[src/rtl/button_pkg.sv]
`default_nettype none
// ============================================================================
//  Module      : button_pkg
//  Description : Shared types, helper function and default parameter values
//                for the button_bank multi-channel button conditioner.
//  Revision    : 1.0 - initial release
// ============================================================================
package button_pkg;

  // Per-channel long-press state.
  typedef enum logic [1:0] {
    IDLE   = 2'd0,
    HELD   = 2'd1,
    REPEAT = 2'd2
  } hold_state_t;

  // Width of a counter that must be able to hold the value n.
  function automatic int cnt_w(input int n);
    return $clog2(n + 1);
  endfunction

  localparam int DEF_N_BTN           = 4;
  localparam int DEF_DEBOUNCE_CYCLES = 650000;
  localparam int DEF_HOLD_CYCLES     = 50000000;
  localparam int DEF_REPEAT_CYCLES   = 10000000;

endpackage : button_pkg
`default_nettype wire

[src/rtl/button_channel.sv]
`default_nettype none
// ============================================================================
//  Module      : button_channel
//  Description : One button channel: two-flop synchroniser, debouncer,
//                registered press/release strobes and, when the macro
//                BUTTON_BANK_REPEAT_EN is defined, a long-press auto-repeat
//                FSM. Without the macro repeat_o is tied low.
//  Revision    : 1.0 - initial release
// ============================================================================
module button_channel
  import button_pkg::*;
#(
  parameter int DEBOUNCE_CYCLES = DEF_DEBOUNCE_CYCLES,
  parameter int HOLD_CYCLES     = DEF_HOLD_CYCLES,
  parameter int REPEAT_CYCLES   = DEF_REPEAT_CYCLES
) (
  input  logic clk,
  input  logic rst,
  input  logic raw_i,
  output logic level_o,
  output logic press_o,
  output logic release_o,
  output logic repeat_o
);

  localparam int DW = cnt_w(DEBOUNCE_CYCLES);

  logic          s0_q, s1_q;
  logic          level_q, level_d;
  logic          press_q, press_d;
  logic          release_q, release_d;
  logic [DW-1:0] dcnt_q, dcnt_d;

  // Debounce next state: count while the synchronised input disagrees with
  // the clean level; any agreement (a bounce) restarts the count from zero.
  always_comb begin
    dcnt_d    = '0;
    level_d   = level_q;
    press_d   = 1'b0;
    release_d = 1'b0;
    if (s1_q != level_q) begin
      if (dcnt_q == DW'(DEBOUNCE_CYCLES - 1)) begin
        level_d   = s1_q;
        press_d   = s1_q;
        release_d = ~s1_q;
      end else begin
        dcnt_d = dcnt_q + 1'b1;
      end
    end
  end

  // Synchroniser, debounce counter, clean level and edge strobes.
  always_ff @(posedge clk) begin
    if (rst) begin
      s0_q      <= 1'b0;
      s1_q      <= 1'b0;
      dcnt_q    <= '0;
      level_q   <= 1'b0;
      press_q   <= 1'b0;
      release_q <= 1'b0;
    end else begin
      s0_q      <= raw_i;
      s1_q      <= s0_q;
      dcnt_q    <= dcnt_d;
      level_q   <= level_d;
      press_q   <= press_d;
      release_q <= release_d;
    end
  end

  assign level_o   = level_q;
  assign press_o   = press_q;
  assign release_o = release_q;

`ifdef BUTTON_BANK_REPEAT_EN
  // One counter serves both the initial hold delay and the repeat period.
  localparam int HW = cnt_w((HOLD_CYCLES > REPEAT_CYCLES) ? HOLD_CYCLES : REPEAT_CYCLES);

  hold_state_t   state_q;
  logic [HW-1:0] hcnt_q;
  logic          repeat_q;

  // Hold FSM: release edge wins over a repeat that falls due on the same edge.
  always_ff @(posedge clk) begin
    if (rst) begin
      state_q  <= IDLE;
      hcnt_q   <= '0;
      repeat_q <= 1'b0;
    end else begin
      repeat_q <= 1'b0;
      case (state_q)
        IDLE: begin
          hcnt_q <= '0;
          if (press_d) begin
            state_q <= HELD;
          end
        end
        HELD: begin
          if (release_d) begin
            state_q <= IDLE;
            hcnt_q  <= '0;
          end else if (hcnt_q == HW'(HOLD_CYCLES - 1)) begin
            state_q  <= REPEAT;
            hcnt_q   <= '0;
            repeat_q <= 1'b1;
          end else begin
            hcnt_q <= hcnt_q + 1'b1;
          end
        end
        REPEAT: begin
          if (release_d) begin
            state_q <= IDLE;
            hcnt_q  <= '0;
          end else if (hcnt_q == HW'(REPEAT_CYCLES - 1)) begin
            hcnt_q   <= '0;
            repeat_q <= 1'b1;
          end else begin
            hcnt_q <= hcnt_q + 1'b1;
          end
        end
        default: begin
          state_q <= IDLE;
          hcnt_q  <= '0;
        end
      endcase
    end
  end

  assign repeat_o = repeat_q;
`else
  assign repeat_o = 1'b0;
`endif

endmodule : button_channel
`default_nettype wire

[src/rtl/button_bank.sv]
`default_nettype none
// ============================================================================
//  Module      : button_bank
//  Description : Bank of N_BTN independent button conditioners producing a
//                debounced level plus press, release and (optionally)
//                auto-repeat strobes per channel. Auto-repeat is compiled in
//                only when BUTTON_BANK_REPEAT_EN is defined.
//  Revision    : 1.0 - initial release
// ============================================================================
module button_bank
  import button_pkg::*;
#(
  parameter int N_BTN           = DEF_N_BTN,
  parameter int DEBOUNCE_CYCLES = DEF_DEBOUNCE_CYCLES,
  parameter int HOLD_CYCLES     = DEF_HOLD_CYCLES,
  parameter int REPEAT_CYCLES   = DEF_REPEAT_CYCLES
) (
  input  logic             clk,
  input  logic             rst,
  input  logic [N_BTN-1:0] raw_in,
  output logic [N_BTN-1:0] level_out,
  output logic [N_BTN-1:0] press_out,
  output logic [N_BTN-1:0] release_out,
  output logic [N_BTN-1:0] repeat_out
);

  for (genvar i = 0; i < N_BTN; i++) begin : g_ch
    button_channel #(
      .DEBOUNCE_CYCLES (DEBOUNCE_CYCLES),
      .HOLD_CYCLES     (HOLD_CYCLES),
      .REPEAT_CYCLES   (REPEAT_CYCLES)
    ) u_ch (
      .clk       (clk),
      .rst       (rst),
      .raw_i     (raw_in[i]),
      .level_o   (level_out[i]),
      .press_o   (press_out[i]),
      .release_o (release_out[i]),
      .repeat_o  (repeat_out[i])
    );
  end

endmodule : button_bank
`default_nettype wire

[config.mk]
export PLATFORM = sky130hd
export DESIGN_NAME = button_bank
export DESIGN_NICKNAME = d
export VERILOG_FILES = /design/src/rtl/button_pkg.sv /design/src/rtl/button_channel.sv /design/src/rtl/button_bank.sv
export SDC_FILE = /design/constraint.sdc
export NUM_CORES = 1
export LEC_CHECK = 0
export BUFFER_PORTS_ARGS = -buffer_cell sky130_fd_sc_hd__buf_2
export CORE_MARGIN = 5
export CORE_UTILIZATION = 51
export DETAILED_ROUTE_END_ITERATION = 16
export PLACE_DENSITY = 0.64
export SYNTH_ARGS = -nofsm -noshare
export SYNTH_HDL_FRONTEND = slang
export SYNTH_HIERARCHICAL = 1
export SYNTH_SLANG_ARGS = --single-unit
[constraint.sdc]
create_clock -name clk -period 2.35 [get_ports clk]
set_input_delay 0.47 -clock clk [delete_from_list [all_inputs] [get_ports clk]]
set_output_delay 0.47 -clock clk [all_outputs]
set_load 0.1 [all_outputs]
# After elaboration in Yosys (flattened, before gate mapping)
# Index checks and enable logic that the tools add are counted.
# op_classes
n_addsub	4
reduce_logical	12
bitwise_logic	12
n_eq_ne	8
# op_table
cell	n
$add A20 B1 Y20 const B	4
$eq A20 B20 Y1 const B	4
$reduce_or A3 Y1	8
$not A1 Y1	12
$reduce_and A2 Y1	4
$ne A1 B1 Y1	4
# word_totals
reg_bits	100
input_bits	6

# Logic depth before layout (Yosys ltp)
# Gate-level depths: netlist of run 1.
# depth
ltp_word	3
ltp_mapped	6

# Hierarchy
# The synthesis of run 1 kept the hierarchy.
# by_module_without_submodules
module	seq_area_each_um2	instances	area_per_inst_um2	cells_per_inst
button_channel	500.5	4	1126.1	122

# Worst setup path after synthesis of run 1
# OpenSTA, ideal clock, no wires.
# synth_timing
kind	register to register
start	reg g_ch[0].u_ch.level_q
end	reg g_ch[0].u_ch.dcnt_q[15]
stages_incl_launch_ff	6
t_required_ns	2.286
setup_slack_ns	0.545
t_arrival_ns	1.741
path_cell_list	dfxtp_1 xnor2_1 nor2_1 o21ai_2 buf_2 nor2_1
# synth_between
elab_chain_cells	3
# synth_lines
element	line	text
start, declared	button_channel.sv:29	logic level_q, level_d;
start signal, assigned	button_channel.sv:65	level_q <= level_d;
$ne A1 B1 Y1	button_channel.sv:41	if (s1_q != level_q) begin
$not A1 Y1 (no line)	-	
$reduce_or A3 Y1 (no line)	-	
end signal, assigned	button_channel.sv:64	dcnt_q <= dcnt_d;
end, declared	button_channel.sv:32	logic [DW-1:0] dcnt_q, dcnt_d;
# No other way between the ends.
# A chain may end at the register's enable or synchronous reset.

# Worst setup path in the final report of run 1
# layout_timing
start	reg g_ch[0].u_ch.dcnt_q[0]
end	reg g_ch[0].u_ch.dcnt_q[18]
# layout_between
elab_chain_cells	2
word_cells_on_any_way	3
cone_classes	1 x add/sub; 1 x eq/ne; 1 x reduce/logical
# layout_lines
element
parallel branches: the longest is 2 deep, another holds $add A20 B1 Y20
# Several ways; the timed one is not identified.

==> flow_summary_export.csv, run 1 <==
group,metric,value,unit
worst_setup_path,crit_type,"flip-flop to flip-flop",
detailed_routing,drt_iter0_drc,121,
timing,whs,318,ps
detailed_routing,firstDrtPassIters,4,
layout,finalNetCount,518,
yosys,synth_ff_type,"dfxtp_1",
timing,timing.fmax,530,MHz
global_routing,antenna_found_initial,0,
global_routing,grt_usage,0.146,
yosys,synth_compound_area_frac,0.0344,
yosys,synthAdderAreaFrac,0.0111,
placed_design,placement.io_buffers,17,
worst_setup_path,reg2reg_depth,5,
clocking,h-tree-depth,3,
yosys,synthSimpleGateAreaFrac,0.339,
yosys,synth_edf_count,0,
placed_design,place.gp.congestion,0.821,
yosys,yosysUniqueCellTypes,31,
detailed_routing,routedWlPerCell,12.5,um
power,power_per_cell_area,574,nW/um^2
yosys,async_reset_ff_frac,0,
worst_setup_path,cp-end-kind,"flip-flop",
detailed_routing,ant_nets,0,
floorplan,fp.dieW,104,um
power,peakVddDrop,0.296,mV
clocking,clock_latency,360,ps
layout,filler_cell_count,792,
clocking,cts-root-buf,"clkbuf_8",
flow_run,maxCapViolCount,0,
worst_setup_path,crit_fanout,10,
timing,slew_viol_final,0,
yosys,synth.most_common_cell,"dfxtp_1",
worst_setup_path,required,2640,ps
floorplan,ioPinCount,22,
clocking,cts_max_path_buffers,2,
detailed_routing,num_vias,3320,
timing,setup_viol,0,
clocking,cts_buffers,9,
yosys,synth.avg_cell_area,9.23,sq um
timing,tns,0,ps
global_routing,grt_start_max_net_pins,19,
global_routing,grt_pass1_vias,3051,
timing,min_period,1890,ps
layout,stdcell_count,621,
detailed_routing,drc_errors,0,
yosys,netlist_top_cells_count,"100 x dfxtp_1, 96 x nor2_1, 48 x xnor2_1",
worst_setup_path,worstReg2RegEnd,"g_ch[0].u_ch/dcnt_q[18]",
global_routing,grt_pass1_wl,13500,um
clocking,cts.sinks,100,
power,p_leak,1.56,nW
worst_setup_path,crit_path_end,"g_ch[0].u_ch/dcnt_q[18]",
power,fin_total_pwr,2.80,mW
worst_setup_path,slowest_delay,560,ps
min_path,min_path_type,"primary input to flip-flop",
yosys,syn_area,4500,sq um
timing,rsz0062_at_grt,"no",
yosys,synth-xor-area-share,0.124,
yosys,seq_area_frac_synth,0.444,
timing,hold_viol,0,
yosys,yosys.area.top_type_share,0.444,
worst_setup_path,slowest_stage,"or4_1",
yosys,synth_top_family_by_area,"simple AND/OR/NAND/NOR gates",
clocking,cts_resized,0,
detailed_routing,via_per_inst,5.35,
layout,post-route-util,0.561,
clocking,tritoncts,"built",
floorplan,core_area,8680,sq um
worst_setup_path,r2r-start,"g_ch[0].u_ch/dcnt_q[0]",
timing,fin_crit_sh,0.803,
clocking,post_cts_buffers,0,
layout,drive_gt1_frac,0.119,
yosys,syn_nets,498,
worst_setup_path,crit_chain,"ha_1 > nand3_4 > or4_1 > or3_1 > a21oi_1",
yosys,yosys_warnings,6,
layout,area_growth,8.14,%
worst_setup_path,reg2reg_slack,460,ps
yosys,synth_area_leaders,"dfxtp_1 44%, xnor2_1 9.3%, nor2_1 8.0%, nand3_1 3.1%, xor2_1 3.1%",
clocking,cts_hold_buf,0,
yosys,synthCells,488,
timing,finClkSkew,11.2,ps
layout,antenna_cells,0,
yosys,synthMuxAreaShare,0.0178,
status,outcome,"completed",
global_routing,grt.overflow.total,0,
worst_setup_path,crit_path_start,"g_ch[0].u_ch/dcnt_q[0]",
yosys,synth_top_area_cell,"dfxtp_1",
floorplan,dieArea,10800,sq um
worst_setup_path,critPathLaunchType,"flip-flop",
clocking,cts.clk_slew.worst_paths,90,ps
placed_design,dp.cells,605,
floorplan,rows,34,
placed_design,dp_hpwl,5500,um
detailed_routing,wl,7780,um
floorplan,start_util,0.519,
worst_setup_path,crit_arrival,2180,ps
floorplan,die_h,104,um
yosys,synth_seq_cells,100,
[through the flow]
| stage | setup WS [ps] | instance area (sq um) |
|---|---|---|
| 3_3_place_gp | 555 | 4680 |
| 4_1_cts | 463 | 4870 |
| 5_1_grt | 359 | 4870 |
| 6_report | 462 | 4870 |
| 2_1_floorplan | 545 | 4500 |
| 3_5_place_dp | 484 | 4680 |
[logic make-up (layout without fill, tap and decap cells)]
kind of cell             Yosys count  count (layout)
XOR/XNOR                          64              64
flip-flops                       100             100
AND/OR/NAND/NOR                  256             256
adder cells (fa/ha/maj)            4               4
buffers and inverters             24              49
multiplexers                       8               8
AO/OA/AOI/OAI                     28              28
other                              4               4
[state kept, by name, indices dropped and copies added, names as in the netlist]
| register | flops |
|---|---|
| g_ch.u_ch/dcnt_q | 80 |
| g_ch.u_ch/level_o | 4 |
| g_ch.u_ch/press_o | 4 |
| g_ch.u_ch/release_o | 4 |
| g_ch.u_ch/s0_q | 4 |
| g_ch.u_ch/s1_q | 4 |
[report_power, final]
| group | internal, mW | switching, mW | leakage [nW] | total [mW] |
|---|---|---|---|---|
| Clock | 0.445 | 0.581 | 0.0957 | 1.03 |
| Combinational | 0.0137 | 0.0488 | 0.658 | 0.0625 |
| Sequential | 1.70 | 0.00616 | 0.807 | 1.71 |
[per-layer routing]
layer | wire [um] | vias to the layer above | GRT usage
li1 | - | 1738 | -
met1 | 3730 | 1545 | 0.182
met2 | 3770 | 33 | 0.248
met3 | 227 | 4 | 0.0441
met4 | 54 | 0 | 0.0333
met5 | 0 | - | 0
[worst max-delay path, delay by kind of cell (launching register included)]
family,cells,cell delay [ps]
fa+ha+maj,1,250
simple gates,3,1030
flops,1,400
compound gates,1,140
[layout by cell type (no fill, tap or decap), drive strengths merged]
| cell type | n |
|---|---|
| dfxtp | 100 |
| nor2 | 96 |
| xnor2 | 48 |
| nand3 | 32 |
| nor4 | 24 |
| nand4 | 24 |
| buf | 21 |
| a21oi | 16 |
| nand2 | 16 |
| xor2 | 16 |
| inv | 13 |
| nor3 | 12 |
| and4 | 12 |
| o21ai | 12 |
| clkbuf | 11 |
| mux2i | 8 |
| nor4b | 8 |
| nor2b | 8 |
| and3 | 8 |
| or2 | 4 |
| nor3b | 4 |
| or4 | 4 |
| or3 | 4 |
| ha | 4 |
| conb | 4 |
| clkinv | 3 |
| clkinvlp | 1 |
[layout make-up]
| class | instances | area (sq um) | area share |
|---|---|---|---|
| timing repair buffer | 21 | 115 | 0.0236 |
| clock buffer | 11 | 151 | 0.0311 |
| sequential | 100 | 2000 | 0.411 |
| clock inverter | 5 | 35.0 | 0.00719 |
| tap | 108 | 135 | 0.0277 |
| multi-input combinational | 364 | 2390 | 0.490 |
| inverter | 12 | 45.0 | 0.00925 |
[worst min-delay path by stage]
stage / from / end / depth (start not counted)
5_1_grt: raw_in[3] / g_ch[3].u_ch/s0_q / 2
3_5_place_dp: g_ch[2].u_ch/s0_q / g_ch[2].u_ch/s1_q / 1
2_1_floorplan: g_ch[0].u_ch/s0_q / g_ch[0].u_ch/s1_q / 1
4_1_cts: raw_in[3] / g_ch[3].u_ch/s0_q / 2
6_report: raw_in[0] / g_ch[0].u_ch/s0_q / 2
3_3_place_gp: g_ch[0].u_ch/s0_q / g_ch[0].u_ch/s1_q / 1
(Power assumes the default switching activity.)
==> run 2: changes to the inputs <==
--- a/config.mk
+++ b/config.mk
@@ -5,6 +5,7 @@
 export SDC_FILE = /design/constraint.sdc
 export NUM_CORES = 1
 export LEC_CHECK = 0
+export ABC_AREA = 1
 export BUFFER_PORTS_ARGS = -buffer_cell sky130_fd_sc_hd__buf_2
 export CORE_MARGIN = 5
 export CORE_UTILIZATION = 51
==> constraint.sdc (replaced) <==
create_clock -name clk -period 1.75 [get_ports clk]
set_input_delay 0.35 -clock clk [delete_from_list [all_inputs] [get_ports clk]]
set_output_delay 0.35 -clock clk [all_outputs]
set_load 0.1 [all_outputs]
==> flow_summary_export.csv, run 2 <==
group,metric,value,unit
status,outcome,"completed",
floorplan,core_area,9280,sq um
timing,finClkSkew,7.71,ps
min_path,holdPathStages,3,
clocking,h-tree-depth,3,
worst_setup_path,slowest_stage,"o21ai_4",
floorplan,fp.dieW,108,um
timing,min_period,1560,ps
floorplan,die_h,108,um
clocking,cts.clk_slew.worst_paths,90,ps
yosys,synthCells,720,
flow_run,maxCapViolCount,0,
yosys,yosys_warnings,6,
yosys,synth_ff_type,"dfxtp_1",
layout,antenna_cells,0,
worst_setup_path,cp-end-kind,"flip-flop",
detailed_routing,ant_nets,0,
worst_setup_path,timing.critical_path.buf_inv,0,
clocking,cts.sinks,100,
clocking,tritoncts,"built",
global_routing,grt_start_max_net_pins,18,
yosys,synth_area_leaders,"dfxtp_1 41%, nand2_1 14%, nor2_1 12%, inv_1 7.7%, nand3_1 3.3%",
yosys,syn_nets,730,
yosys,yosys.area.top_type_share,0.412,
floorplan,ioPinCount,22,
detailed_routing,firstDrtPassIters,4,
timing,hold_viol,0,
worst_setup_path,reg2reg_depth,6,
clocking,cts_max_path_buffers,2,
power,p_leak,1.83,nW
yosys,seq_area_frac_synth,0.412,
worst_setup_path,slowest_delay,400,ps
placed_design,place.gp.congestion,0.857,
layout,top_register,"g_ch.u_ch/dcnt_q",
worst_setup_path,crit_fanout,17,
timing,rsz0062_at_grt,"no",
placed_design,placement.io_buffers,17,
floorplan,rows,35,
layout,multiInputGateArea,2410,sq um
detailed_routing,num_vias,4078,
min_path,min_path_type,"primary input to flip-flop",
layout,final-seq-area,2010,sq um
layout,area_growth,9.60,%
layout,filler_cell_count,923,
worst_setup_path,cp.depth,6,
timing,timing.fmax,642,MHz
clocking,clock_latency,360,ps
worst_setup_path,critPathLaunchType,"flip-flop",
detailed_routing,drc_errors,0,
yosys,synth_seq_cells,100,
yosys,synth_edf_count,0,
worst_setup_path,crit_arrival,1800,ps
placed_design,dp_hpwl,7030,um
layout,layout_commonest_cell,"nand2_1",
yosys,async_reset_ff_frac,0,
layout,final_cell_mix,"184 x nand2_1, 160 x nor2_1, 100 x inv_1",
yosys,synth.avg_cell_area,6.75,sq um
layout,largest_reg_flops,80,
detailed_routing,via_per_inst,4.64,
global_routing,grt_pass1_vias,3696,
power,power_per_cell_area,751,nW/um^2
timing,tns,0,ps
floorplan,start_util,0.523,
timing,slew_viol_final,0,
power,peakVddDrop,0.453,mV
clocking,cts_hold_buf,0,
worst_setup_path,crit_type,"flip-flop to flip-flop",
clocking,cts_buffers,9,
floorplan,dieArea,11600,sq um
detailed_routing,drt_iter0_drc,129,
yosys,yosysUniqueCellTypes,22,
worst_setup_path,critPathTopFamily,"simple AND/OR/NAND/NOR gates",
yosys,synth.most_common_cell,"nand2_1",
global_routing,grt.overflow.total,0,
global_routing,grt_pass1_wl,15700,um
clocking,cts-root-buf,"clkbuf_8",
yosys,netlist_top_cells_count,"184 x nand2_1, 160 x nor2_1, 100 x dfxtp_1, 100 x inv_1, 32 x nand3_1",
yosys,synth_top_area_cell,"dfxtp_1",
global_routing,antenna_found_initial,0,
detailed_routing,routedWlPerCell,10.7,um
global_routing,grt_usage,0.167,
yosys,syn_area,4860,sq um
timing,fin_crit_sh,0.890,
layout,finalNetCount,755,
worst_setup_path,crit_chain,"ha_1 > nand2_1 > nor2_4 > nand3_2 > o21ai_4 > nor2_1",
timing,whs,198,ps
detailed_routing,wl,9370,um
timing,setup_viol,0,
layout,drive_gt1_frac,0.0908,
worst_setup_path,required,1990,ps
[run 2: area by class of cell]
type / instances / area share
multi-input cells: 512 / 0.452
flip-flops and latches: 100 / 0.377
inverters: 100 / 0.0705
well taps: 129 / 0.0303
repair buffers: 22 / 0.0301
clock buffers: 11 / 0.0265
clock inverters: 4 / 0.0139
[run 2: kinds of logic after synthesis]
| family | Yosys count | synth area share |
|---|---|---|
| AOI/OAI and AO/OA | 48 | 0.0587 |
| xor gates and xnor gates | 32 | 0.0577 |
| adders and majority gates | 4 | 0.0103 |
| buffers and inverters | 108 | 0.0927 |
| DFF | 100 | 0.412 |
| other | 4 | 0.00309 |
| and+or+nand+nor | 424 | 0.366 |
[run 2: worst min-delay path, delay by kind of cell]
family        cells  cell delay (ps)
simple gates      1               60
buf+inv           2              120
[run 2: final timing paths]
kind,end,slack [ps],start
max reg2reg,g_ch[1].u_ch/dcnt_q[10],190,g_ch[1].u_ch/dcnt_q[0]
min,g_ch[2].u_ch/s0_q,200,raw_in[2]
min reg2reg,g_ch[3].u_ch/s1_q,410,g_ch[3].u_ch/s0_q
max,g_ch[1].u_ch/dcnt_q[10],190,g_ch[1].u_ch/dcnt_q[0]
[run 2: routing by layer]
| metal | vias to the layer above | track usage | wire (um) |
|---|---|---|---|
| met5 | - | 0 | 0 |
| met4 | 0 | 0.0451 | 57 |
| met3 | 6 | 0.0480 | 342 |
| met2 | 62 | 0.283 | 4380 |
| met1 | 1780 | 0.208 | 4590 |
| li1 | 2230 | - | - |
[run 2: where the power goes]
part / switching (mW) / internal, mW
combinational: 0.0752 / 0.0250
sequential: 0.00667 / 2.28
clock: 0.768 / 0.838
total: 0.850 / 3.15
[run 2: through the flow]
step	cells	utilization	worst slack, ps	power [mW]	area, sq um
after floorplan	720	-	314	2.43	4860
after global placement	858	0.542	196	2.43	5040
after detailed placement	858	0.542	121	2.44	5040
after CTS	873	0.566	107	4.05	5250
after global routing	878	0.574	29.6	4.16	5330
final	878	0.574	193	4.00	5330
[run 2: timing repair]
item,4_1_cts,5_1_grt
gates resized for setup,0,0
setup endpoints to repair,0,32
hold endpoints to repair,0,0
buffers inserted,0,5
==> run 3: changes to the inputs <==
--- a/config.mk
+++ b/config.mk
@@ -9,6 +9,7 @@
 export BUFFER_PORTS_ARGS = -buffer_cell sky130_fd_sc_hd__buf_2
 export CORE_MARGIN = 5
 export CORE_UTILIZATION = 51
+export CTS_CLUSTER_DIAMETER = 80
 export DETAILED_ROUTE_END_ITERATION = 16
 export PLACE_DENSITY = 0.64
 export SYNTH_ARGS = -nofsm -noshare
==> constraint.sdc (replaced) <==
create_clock -name clk -period 1.44 [get_ports clk]
set_input_delay 0.288 -clock clk [delete_from_list [all_inputs] [get_ports clk]]
set_output_delay 0.288 -clock clk [all_outputs]
set_load 0.1 [all_outputs]
==> flow_summary_export.csv, run 3 (synthesis results as in run 2) <==
group,metric,value,unit
global_routing,grt_pass1_vias,3868,
worst_setup_path,slowest_stage,"dfxtp_2",
floorplan,rows,35,
floorplan,start_util,0.523,
floorplan,ioPinCount,22,
timing,slew_viol_final,0,
clocking,cts.clk_slew.worst_paths,90,ps
power,p_seq_frac,0.614,
worst_setup_path,required,1680,ps
timing,tns,-817,ps
layout,largest_reg_flops,80,
timing,setup_viol,29,
timing,timing.final.ws_setup,-59.1,ps
layout,finalNetCount,776,
power,pwr-share-clk,0.353,
min_path,min_to,"g_ch[1].u_ch/s0_q",
clocking,cts_hold_buf,0,
layout,final-seq-area,2030,sq um
worst_setup_path,crit_arrival,1740,ps
layout,filler_cell_count,832,
timing,timing.fmax,667,MHz
global_routing,grt_usage,0.171,
placed_design,preCtsSetupSlack,-4.78,ps
placed_design,place.gp.congestion,0.904,
floorplan,fp.dieW,108,um
layout,drive_gt1_frac,0.219,
power,intPower,3.45,mW
timing,finClkSkew,10.3,ps
layout,stdcell_count,900,
power,p_leak,2.00,nW
placed_design,placed_area,5120,sq um
layout,layout_commonest_cell,"nand2_1",
layout,area_growth,21.3,%
worst_setup_path,worstReg2RegEnd,"g_ch[0].u_ch/dcnt_q[12]",
worst_setup_path,reg2reg_slack,-60,ps
timing,fin_crit_sh,1.04,
min_path,holdPathStages,3,
timing,hold_viol,0,
min_path,min-delay-start,"raw_in[1]",
detailed_routing,via_per_inst,4.75,
worst_setup_path,cp-end-kind,"flip-flop",
detailed_routing,firstDrtPassIters,5,
power,p_switching,1.07,mW
detailed_routing,ant_nets,0,
clocking,cts_max_path_buffers,2,
worst_setup_path,critPathTopFamily,"simple AND/OR/NAND/NOR gates",
detailed_routing,drc_errors,0,
floorplan,dieArea,11600,sq um
detailed_routing,wl,10200,um
detailed_routing,drt_iter0_drc,203,
placed_design,dp.cells,864,
power,p_comb_frac,0.033,
worst_setup_path,crit_fanout,8,
floorplan,core_area,9280,sq um
layout,antenna_cells,0,
worst_setup_path,crit_chain,"ha_4 > nand2_4 > nor2_4 > nand3_4 > o21ai_4 > clkbuf_16 > a21oi_2",
worst_setup_path,r2r-start,"g_ch[0].u_ch/dcnt_q[1]",
worst_setup_path,crit_type,"flip-flop to flip-flop",
worst_setup_path,timing.critical_path.buf_inv,1,
worst_setup_path,critPathLaunchType,"flip-flop",
clocking,cts_buffers,9,
status,violations,"negative setup slack",
min_path,min_path_type,"primary input to flip-flop",
placed_design,placement.io_buffers,17,
global_routing,grt.overflow.total,0,
flow_run,maxCapViolCount,0,
layout,final_cell_mix,"175 x nand2_1, 125 x nor2_1, 96 x inv_1",
detailed_routing,routedWlPerCell,11.4,um
global_routing,antenna_found_initial,0,
worst_setup_path,slowest_delay,360,ps
power,sw_frac_of_total,0.237,
global_routing,grt_start_max_net_pins,18,
clocking,tritoncts,"built",
status,outcome,"finished, violations left",
global_routing,grt_pass1_wl,16500,um
worst_setup_path,reg2reg_depth,7,
clocking,cts.sinks,100,
clocking,clock_latency,360,ps
detailed_routing,num_vias,4272,
layout,multiInputGateArea,2760,sq um
clocking,cts-root-buf,"clkbuf_8",
timing,rsz0062_at_grt,"yes",
layout,final_area,5900,sq um
placed_design,dp_hpwl,6950,um
clocking,h-tree-depth,3,
layout,post-route-util,0.635,
timing,min_period,1500,ps
power,peakVddDrop,0.600,mV
floorplan,die_h,108,um
power,power_per_cell_area,768,nW/um^2
layout,top_register,"g_ch.u_ch/dcnt_q",
[run 3: timing repair]
| item | in CTS | in global routing |
|---|---|---|
| setup endpoints to repair | 46 | 92 |
| pin swaps | 3 | 25 |
| resized for setup | 15 | 110 |
| cloned | 0 | 4 |
| buffers inserted | 5 | 11 |
[run 3: how the worst max path moves through the flow]
stage                      startpoint                      end  slack, ps  cells after the start
3_3_place_gp   g_ch[2].u_ch/dcnt_q[0]     g_ch[2].u_ch/press_o         40                      7
6_report       g_ch[0].u_ch/dcnt_q[1]  g_ch[0].u_ch/dcnt_q[12]        -60                      7
3_5_place_dp   g_ch[1].u_ch/dcnt_q[0]  g_ch[1].u_ch/dcnt_q[12]         -5                      7
4_1_cts        g_ch[0].u_ch/dcnt_q[0]   g_ch[0].u_ch/dcnt_q[6]        0.4                      7
2_1_floorplan    g_ch[0].u_ch/level_o  g_ch[0].u_ch/dcnt_q[10]          4                      5
5_1_grt        g_ch[0].u_ch/dcnt_q[0]  g_ch[0].u_ch/dcnt_q[12]       -140                      7
[run 3: metal layers]
metal	up-vias	share of wire	GRT usage	routed length (um)
met1	1916	0.47	0.216	4780
met5	-	0	0	0
met2	73	0.49	0.297	5010
li1	2273	-	-	-
met4	0	0.0099	0.0469	101
met3	10	0.032	0.0330	332
[run 3: final cells by class]
| class | count | area share |
|---|---|---|
| multi-input combinational | 512 | 0.468 |
| sequential | 100 | 0.344 |
| timing repair buffer | 43 | 0.0685 |
| inverter | 100 | 0.0637 |
| tap | 129 | 0.0274 |
| clock buffer | 11 | 0.0223 |
| clock inverter | 5 | 0.00637 |
[run 3: worst register-to-register path, stage by stage, from the launching register on]
cell	delay, ps
dfxtp_2	360
ha_4	150
nand2_4	60
nor2_4	210
nand3_4	130
o21ai_4	250
clkbuf_16	210
a21oi_2	40
[run 3: through the flow]
stage | power [mW] | hold WS, ps
CTS | 4.58 | 127
global route | 4.73 | 126
floorplan | 2.95 | 359
detailed placement | 2.97 | 395
global placement | 2.97 | 390
finish | 4.53 | 154
[run 3: power by group through the flow]
stage	logic, mW	registers, mW	clock network (mW)
2_1_floorplan	0.101	2.85	0
3_3_place_gp	0.124	2.85	0
3_5_place_dp	0.125	2.85	0
4_1_cts	0.126	2.79	1.67
5_1_grt	0.158	2.79	1.79
6_report	0.147	2.78	1.60
